$ cat config.mk
export PLATFORM = sky130hd
export DESIGN_NAME = ex_mem_stage
export DESIGN_NICKNAME = d
export VERILOG_FILES = /design/src/rtl/ex_mem_stage.sv
export SDC_FILE = /design/constraint.sdc
export NUM_CORES = 1
export LEC_CHECK = 0
export ABC_AREA = 1
export CAP_MARGIN = 20
export CORE_ASPECT_RATIO = 0.8
export CORE_MARGIN = 1
export CORE_UTILIZATION = 25
export DETAILED_ROUTE_END_ITERATION = 10
export DONT_BUFFER_PORTS = 1
export GPL_TIMING_DRIVEN = 0
export SYNTH_ARGS = -nofsm -noshare
export SYNTH_HDL_FRONTEND = slang
export SYNTH_SLANG_ARGS = --single-unit
$ cat constraint.sdc
create_clock -name clk_i -period 1.25 [get_ports clk_i]
set_input_delay 0.3125 -clock clk_i [delete_from_list [all_inputs] [get_ports clk_i]]
set_output_delay 0.3125 -clock clk_i [all_outputs]
set_load 0.05 [all_outputs]
$ cat src/rtl/ex_mem_stage.sv
// EX/MEM pipeline register: captures ALU results, resolves branches/jumps, and squashes wrong-path work.
// Optional macro MISALIGN_CHECK_EN adds memory/redirect misalignment detection and suppression.
module ex_mem_stage #(
  parameter int SQUASH_DEPTH = 2
) (
  input  logic        clk_i,
  input  logic        rst_ni,
  input  logic        stall_i,
  input  logic        flush_i,
  input  logic        valid_i,
  input  logic [31:0] alu_result_i,
  input  logic        alu_zero_i,
  input  logic [31:0] rs2_data_i,
  input  logic [4:0]  rd_i,
  input  logic        reg_write_i,
  input  logic        mem_read_i,
  input  logic        mem_write_i,
  input  logic        mem_to_reg_i,
  input  logic [1:0]  mem_size_i,
  input  logic        branch_i,
  input  logic        jump_i,
  input  logic        jalr_i,
  input  logic [31:0] pc_plus4_i,
  input  logic [31:0] target_i,
  output logic        valid_o,
  output logic [31:0] addr_o,
  output logic [31:0] wb_data_o,
  output logic [31:0] store_data_o,
  output logic [4:0]  rd_o,
  output logic        reg_write_o,
  output logic        mem_read_o,
  output logic        mem_write_o,
  output logic        mem_to_reg_o,
  output logic [1:0]  mem_size_o,
  output logic        redirect_o,
  output logic [31:0] redirect_pc_o,
  output logic        misalign_o
);

  logic [2:0]  squash_cnt;
  logic        live;
  logic        taken;
  logic        mis_mem;
  logic        mis_pc;
  logic [31:0] next_redirect_pc;

  // An instruction is live only when no wrong-path squash is pending.
  always_comb begin
    live             = valid_i & (squash_cnt == 3'd0);
    taken            = live & ((branch_i & alu_zero_i) | jump_i);
    next_redirect_pc = jalr_i ? {alu_result_i[31:1], 1'b0} : target_i;
`ifdef MISALIGN_CHECK_EN
    mis_mem = live & (mem_read_i | mem_write_i) &
              (((mem_size_i == 2'b01) & alu_result_i[0]) |
               ((mem_size_i == 2'b10) & (alu_result_i[1:0] != 2'b00)));
    mis_pc  = taken & (next_redirect_pc[1:0] != 2'b00);
`else
    mis_mem = 1'b0;
    mis_pc  = 1'b0;
`endif
  end

  // Priority is reset, then flush, then stall; a stall drops redirect so the pulse never repeats.
  always_ff @(posedge clk_i) begin
    if (!rst_ni) begin
      valid_o       <= 1'b0;
      addr_o        <= '0;
      wb_data_o     <= '0;
      store_data_o  <= '0;
      rd_o          <= '0;
      reg_write_o   <= 1'b0;
      mem_read_o    <= 1'b0;
      mem_write_o   <= 1'b0;
      mem_to_reg_o  <= 1'b0;
      mem_size_o    <= '0;
      redirect_o    <= 1'b0;
      redirect_pc_o <= '0;
      squash_cnt    <= '0;
    end else if (flush_i) begin
      valid_o      <= 1'b0;
      reg_write_o  <= 1'b0;
      mem_read_o   <= 1'b0;
      mem_write_o  <= 1'b0;
      mem_to_reg_o <= 1'b0;
      redirect_o   <= 1'b0;
      squash_cnt   <= '0;
    end else if (stall_i) begin
      redirect_o <= 1'b0;
    end else begin
      valid_o       <= live;
      addr_o        <= alu_result_i;
      wb_data_o     <= jump_i ? pc_plus4_i : alu_result_i;
      store_data_o  <= rs2_data_i;
      rd_o          <= rd_i;
      mem_size_o    <= mem_size_i;
      reg_write_o   <= live & reg_write_i & ~mis_mem;
      mem_read_o    <= live & mem_read_i & ~mis_mem;
      mem_write_o   <= live & mem_write_i & ~mis_mem;
      mem_to_reg_o  <= live & mem_to_reg_i;
      redirect_o    <= taken & ~mis_pc;
      redirect_pc_o <= next_redirect_pc;
      // Bubbles leave the count alone so exactly SQUASH_DEPTH real instructions die.
      if (taken & ~mis_pc) begin
        squash_cnt <= 3'(SQUASH_DEPTH);
      end else if (valid_i && (squash_cnt != 3'd0)) begin
        squash_cnt <= squash_cnt - 3'd1;
      end
    end
  end

`ifdef MISALIGN_CHECK_EN
  logic misalign_q;

  always_ff @(posedge clk_i) begin
    if (!rst_ni) begin
      misalign_q <= 1'b0;
    end else if (flush_i) begin
      misalign_q <= 1'b0;
    end else if (!stall_i) begin
      misalign_q <= mis_mem | mis_pc;
    end
  end

  assign misalign_o = misalign_q;
`else
  assign misalign_o = 1'b0;
`endif

endmodule

==> qor.csv <==
metric;value;unit
Post-synth EDFFs;0;
dominant cells by area after synthesis;dfxtp_1 47%, nand2_1 17%, inv_1 8.4%;
setup bufs post-CTS;0;
Post-Syn Instances;917;
layout cells sized above 1;0.231;
PortBufs;0;
Worst Setup End Kind;primary output;
Die H;143;um
Netlist cell types;18;
drt wl/cell;17.2;um
Clk pwr share;0.437;
CTS root buffer;clkbuf_16;
mux share of post-synthesis cell area;0;
Synth Area in XOR/XNOR;0;
sequential cell area fraction in the yosys report;0.467;
post-synthesis simple-gate area fraction;0.253;
area growth from synthesis to layout;27.7;%
post-synth top area cell;dfxtp_1;
reg2reg setup slack;90;ps
via-per-instance ratio;4.49;
Switching Share;0.319;
final std cells w/o fill;1277;
CTS sink cnt;144;
Area after DPL;6580;um^2
DP HPWL;16400;um
top fanout value on the critical path;2;
Max Freq;834;MHz
TritonCTS buffer count;17;
Pre-Repair DR Iteration Count;4;
Commonest cells post-synth;274 x nand2_1, 144 x dfxtp_1, 139 x inv_1;
die area;25400;um^2
status;complete, no violations;
Seq pwr share;0.481;
# setup viols final;0;
Vias;5735;
CP startpoint kind;register;
global-route wire length before repair;31500;um
Adder-Cell Fraction of Synth Area;0.00405;
ys async rst share;0;
critical setup path kind;register to primary output;
Post-Syn Area;6180;um^2
Worst R2R Path Depth;6;
DRT antenna net count;0;
HP Start;valid_i;
Tightest Pin Transition;754;ps
VDD IR max;0.000826;V
core area;24300;um^2
Int Pwr;8.77;mW
Syn Nets;1067;
initial antenna violation count;0;
n_diodes;0;
Hold Path End;redirect_o$_SDFF_PP0_;
P_sw;4.11;mW
most common cell in the netlist;nand2_1;
syn avg cell area;6.74;um^2
Fin. Hold Viols;0;
Total Routing Usage GR;0.170;
Util after Layout;0.324;
multi-input logic area;2490;um^2
fin. max-slew vios;0;
worst hold path depth;2;
CTS tree;done;
remaining routing DRC violations;0;
Final Cycle Share;0.959;
Skew-Pair Late Insertion Delay;420;ps
Slew HR;0.497;
dpl cells;1235;
GPL Wtd Cong;0.840;
Cell Rows;51;
Worst Skew;4.01;ps
nets@finish;1097;
FILL cells;2567;
power per cell area;1630;nW/um^2
FF+latch count, synth;144;
H-tree levels;4;
Sum Neg Setup Slack;0;ps
initial cell density of the core;0.254;
remaining global-route overflow;0;
final WL;22000;um
Arr. time, crit path;890;ps
RR Endpoint;mem_to_reg_o$_SDFFE_PP0N_;
Reg area;3410;um^2
Longest Clk Path Bufs;2;
RR Startpoint;squash_cnt[0]$_SDFFE_PP0P_;
final instance area;7890;um^2
largest net degree at the start of global routing;17;
Gate power share;0.082;
crit path time final;1200;ps
1st-iter DRT viols;254;
# IOs;290;
Post-synth top flop;dfxtp_1;
Critical Path RT;940;ps
Max Cap Viol;0;
Reg clk slew, reported paths;70;ps
Leak Pwr;4.06;nW
Syn. warnings;0;
Die W;178;um
Min-Delay Path Class;input port to register;
largest family of logic cells by synthesized area;simple AND/OR/NAND/NOR gates;
number of global-route vias before repair;5380;
Synth Area in Compound Gates;0.141;
Synth top area share;0.467;
worst max path at each step:
| stage | start | to | slack, ps | depth (start not counted) |
|---|---|---|---|---|
| 2_1_floorplan | squash_cnt[0]$_SDFFE_PP0P_ | squash_cnt[2]$_SDFFE_PP0P_ | 120 | 8 |
| 3_3_place_gp | jump_i | wb_data_o[12]$_SDFFE_PN0P_ | -230 | 5 |
| 3_5_place_dp | jump_i | wb_data_o[12]$_SDFFE_PN0P_ | -200 | 5 |
| 4_1_cts | wb_data_o[7]$_SDFFE_PN0P_ | wb_data_o[7] | 0.7 | 0 |
| 5_1_grt | squash_cnt[0]$_SDFFE_PP0P_ | squash_cnt[2]$_SDFFE_PP0P_ | -4 | 8 |
| 6_report | wb_data_o[30]$_SDFFE_PN0P_ | wb_data_o[30] | 50 | 0 |
area by class of cell:
cell class | count | area share
Clock inverter | 13 | 0.0270
Sequential cell | 144 | 0.433
Tap cell | 318 | 0.0504
Clock buffer | 18 | 0.0544
Buffer | 57 | 0.0389
Timing Repair Buffer | 11 | 0.0140
Inverter | 140 | 0.0666
Multi-Input combinational cell | 576 | 0.316
routing by layer:
layer  share of wire  vias to the layer above  GRT usage
li1                -                     2870          -
met1            0.43                     2624      0.210
met2            0.46                      211      0.272
met3           0.082                       30     0.0591
met4           0.022                        0     0.0661
met5               0                        -          0
repair_timing:
item	in CTS	in global routing
hold buffers	11	0
gates resized for setup	275	18
pin swaps	0	4
cloned	0	0
setup endpoints to repair	148	17
endpoints found under the hold margin	10	0
cells in the final DEF (no fill, tap or decap):
cell | Yosys | routed
inv_6 | 0 | 1
nand2_2 | 0 | 1
clkbuf_16 | 0 | 17
a21oi_1 | 39 | 39
ha_4 | 0 | 1
clkinvlp_4 | 0 | 3
buf_2 | 20 | 20
inv_1 | 139 | 137
dfxtp_4 | 0 | 141
clkinv_4 | 0 | 3
buf_1 | 1 | 1
dfxtp_2 | 0 | 2
nor2_4 | 2 | 2
conb_1 | 1 | 1
nor2_1 | 87 | 84
nand3_2 | 0 | 1
bufinv_16 | 0 | 5
ha_1 | 2 | 1
buf_4 | 16 | 16
dlygate4sd3_1 | 0 | 11
nand2_1 | 274 | 273
buf_6 | 1 | 1
nand2_4 | 1 | 1
nor2_2 | 0 | 3
o21ai_1 | 57 | 57
inv_2 | 1 | 3
dfxtp_1 | 144 | 1
clkbuf_1 | 19 | 20
o21ai_0 | 78 | 78
clkinv_2 | 0 | 1
nand3_1 | 35 | 34
flip-flops by register name, summed over array words and instances (netlist names):
name / flops
mem_write_o: 1
addr_o: 32
valid_o: 1
reg_write_o: 1
store_data_o: 32
mem_read_o: 1
mem_size_o: 2
wb_data_o: 32
mem_to_reg_o: 1
squash_cnt: 3
rd_o: 5
redirect_o: 1
redirect_pc_o: 32
through the flow:
step                      total power [mW]  hold slack, ps  worst slack, ps
after floorplan                       7.00             445              124
after global placement                7.34             450             -232
after detailed placement              7.36             456             -200
after CTS                             13.1           0.280            0.655
after global routing                  13.5            1.88            -4.28
final                                 12.9            26.5             51.3
power by group through the flow:
stage                     sequential (mW)  clock [mW]  combinational [mW]
after floorplan                      6.24           0               0.759
after global placement               6.34           0               0.999
after detailed placement             6.34           0                1.02
after CTS                            6.21        5.82                1.05
after global routing                 6.23        6.01                1.21
final                                6.20        5.63                1.05
cell families after synthesis:
kind of cell / after synthesis
compound gates: 174
fa+ha+maj: 2
buf+inv: 197
flops: 144
other cells: 1
simple gates: 399
(Power assumes the default switching activity.)
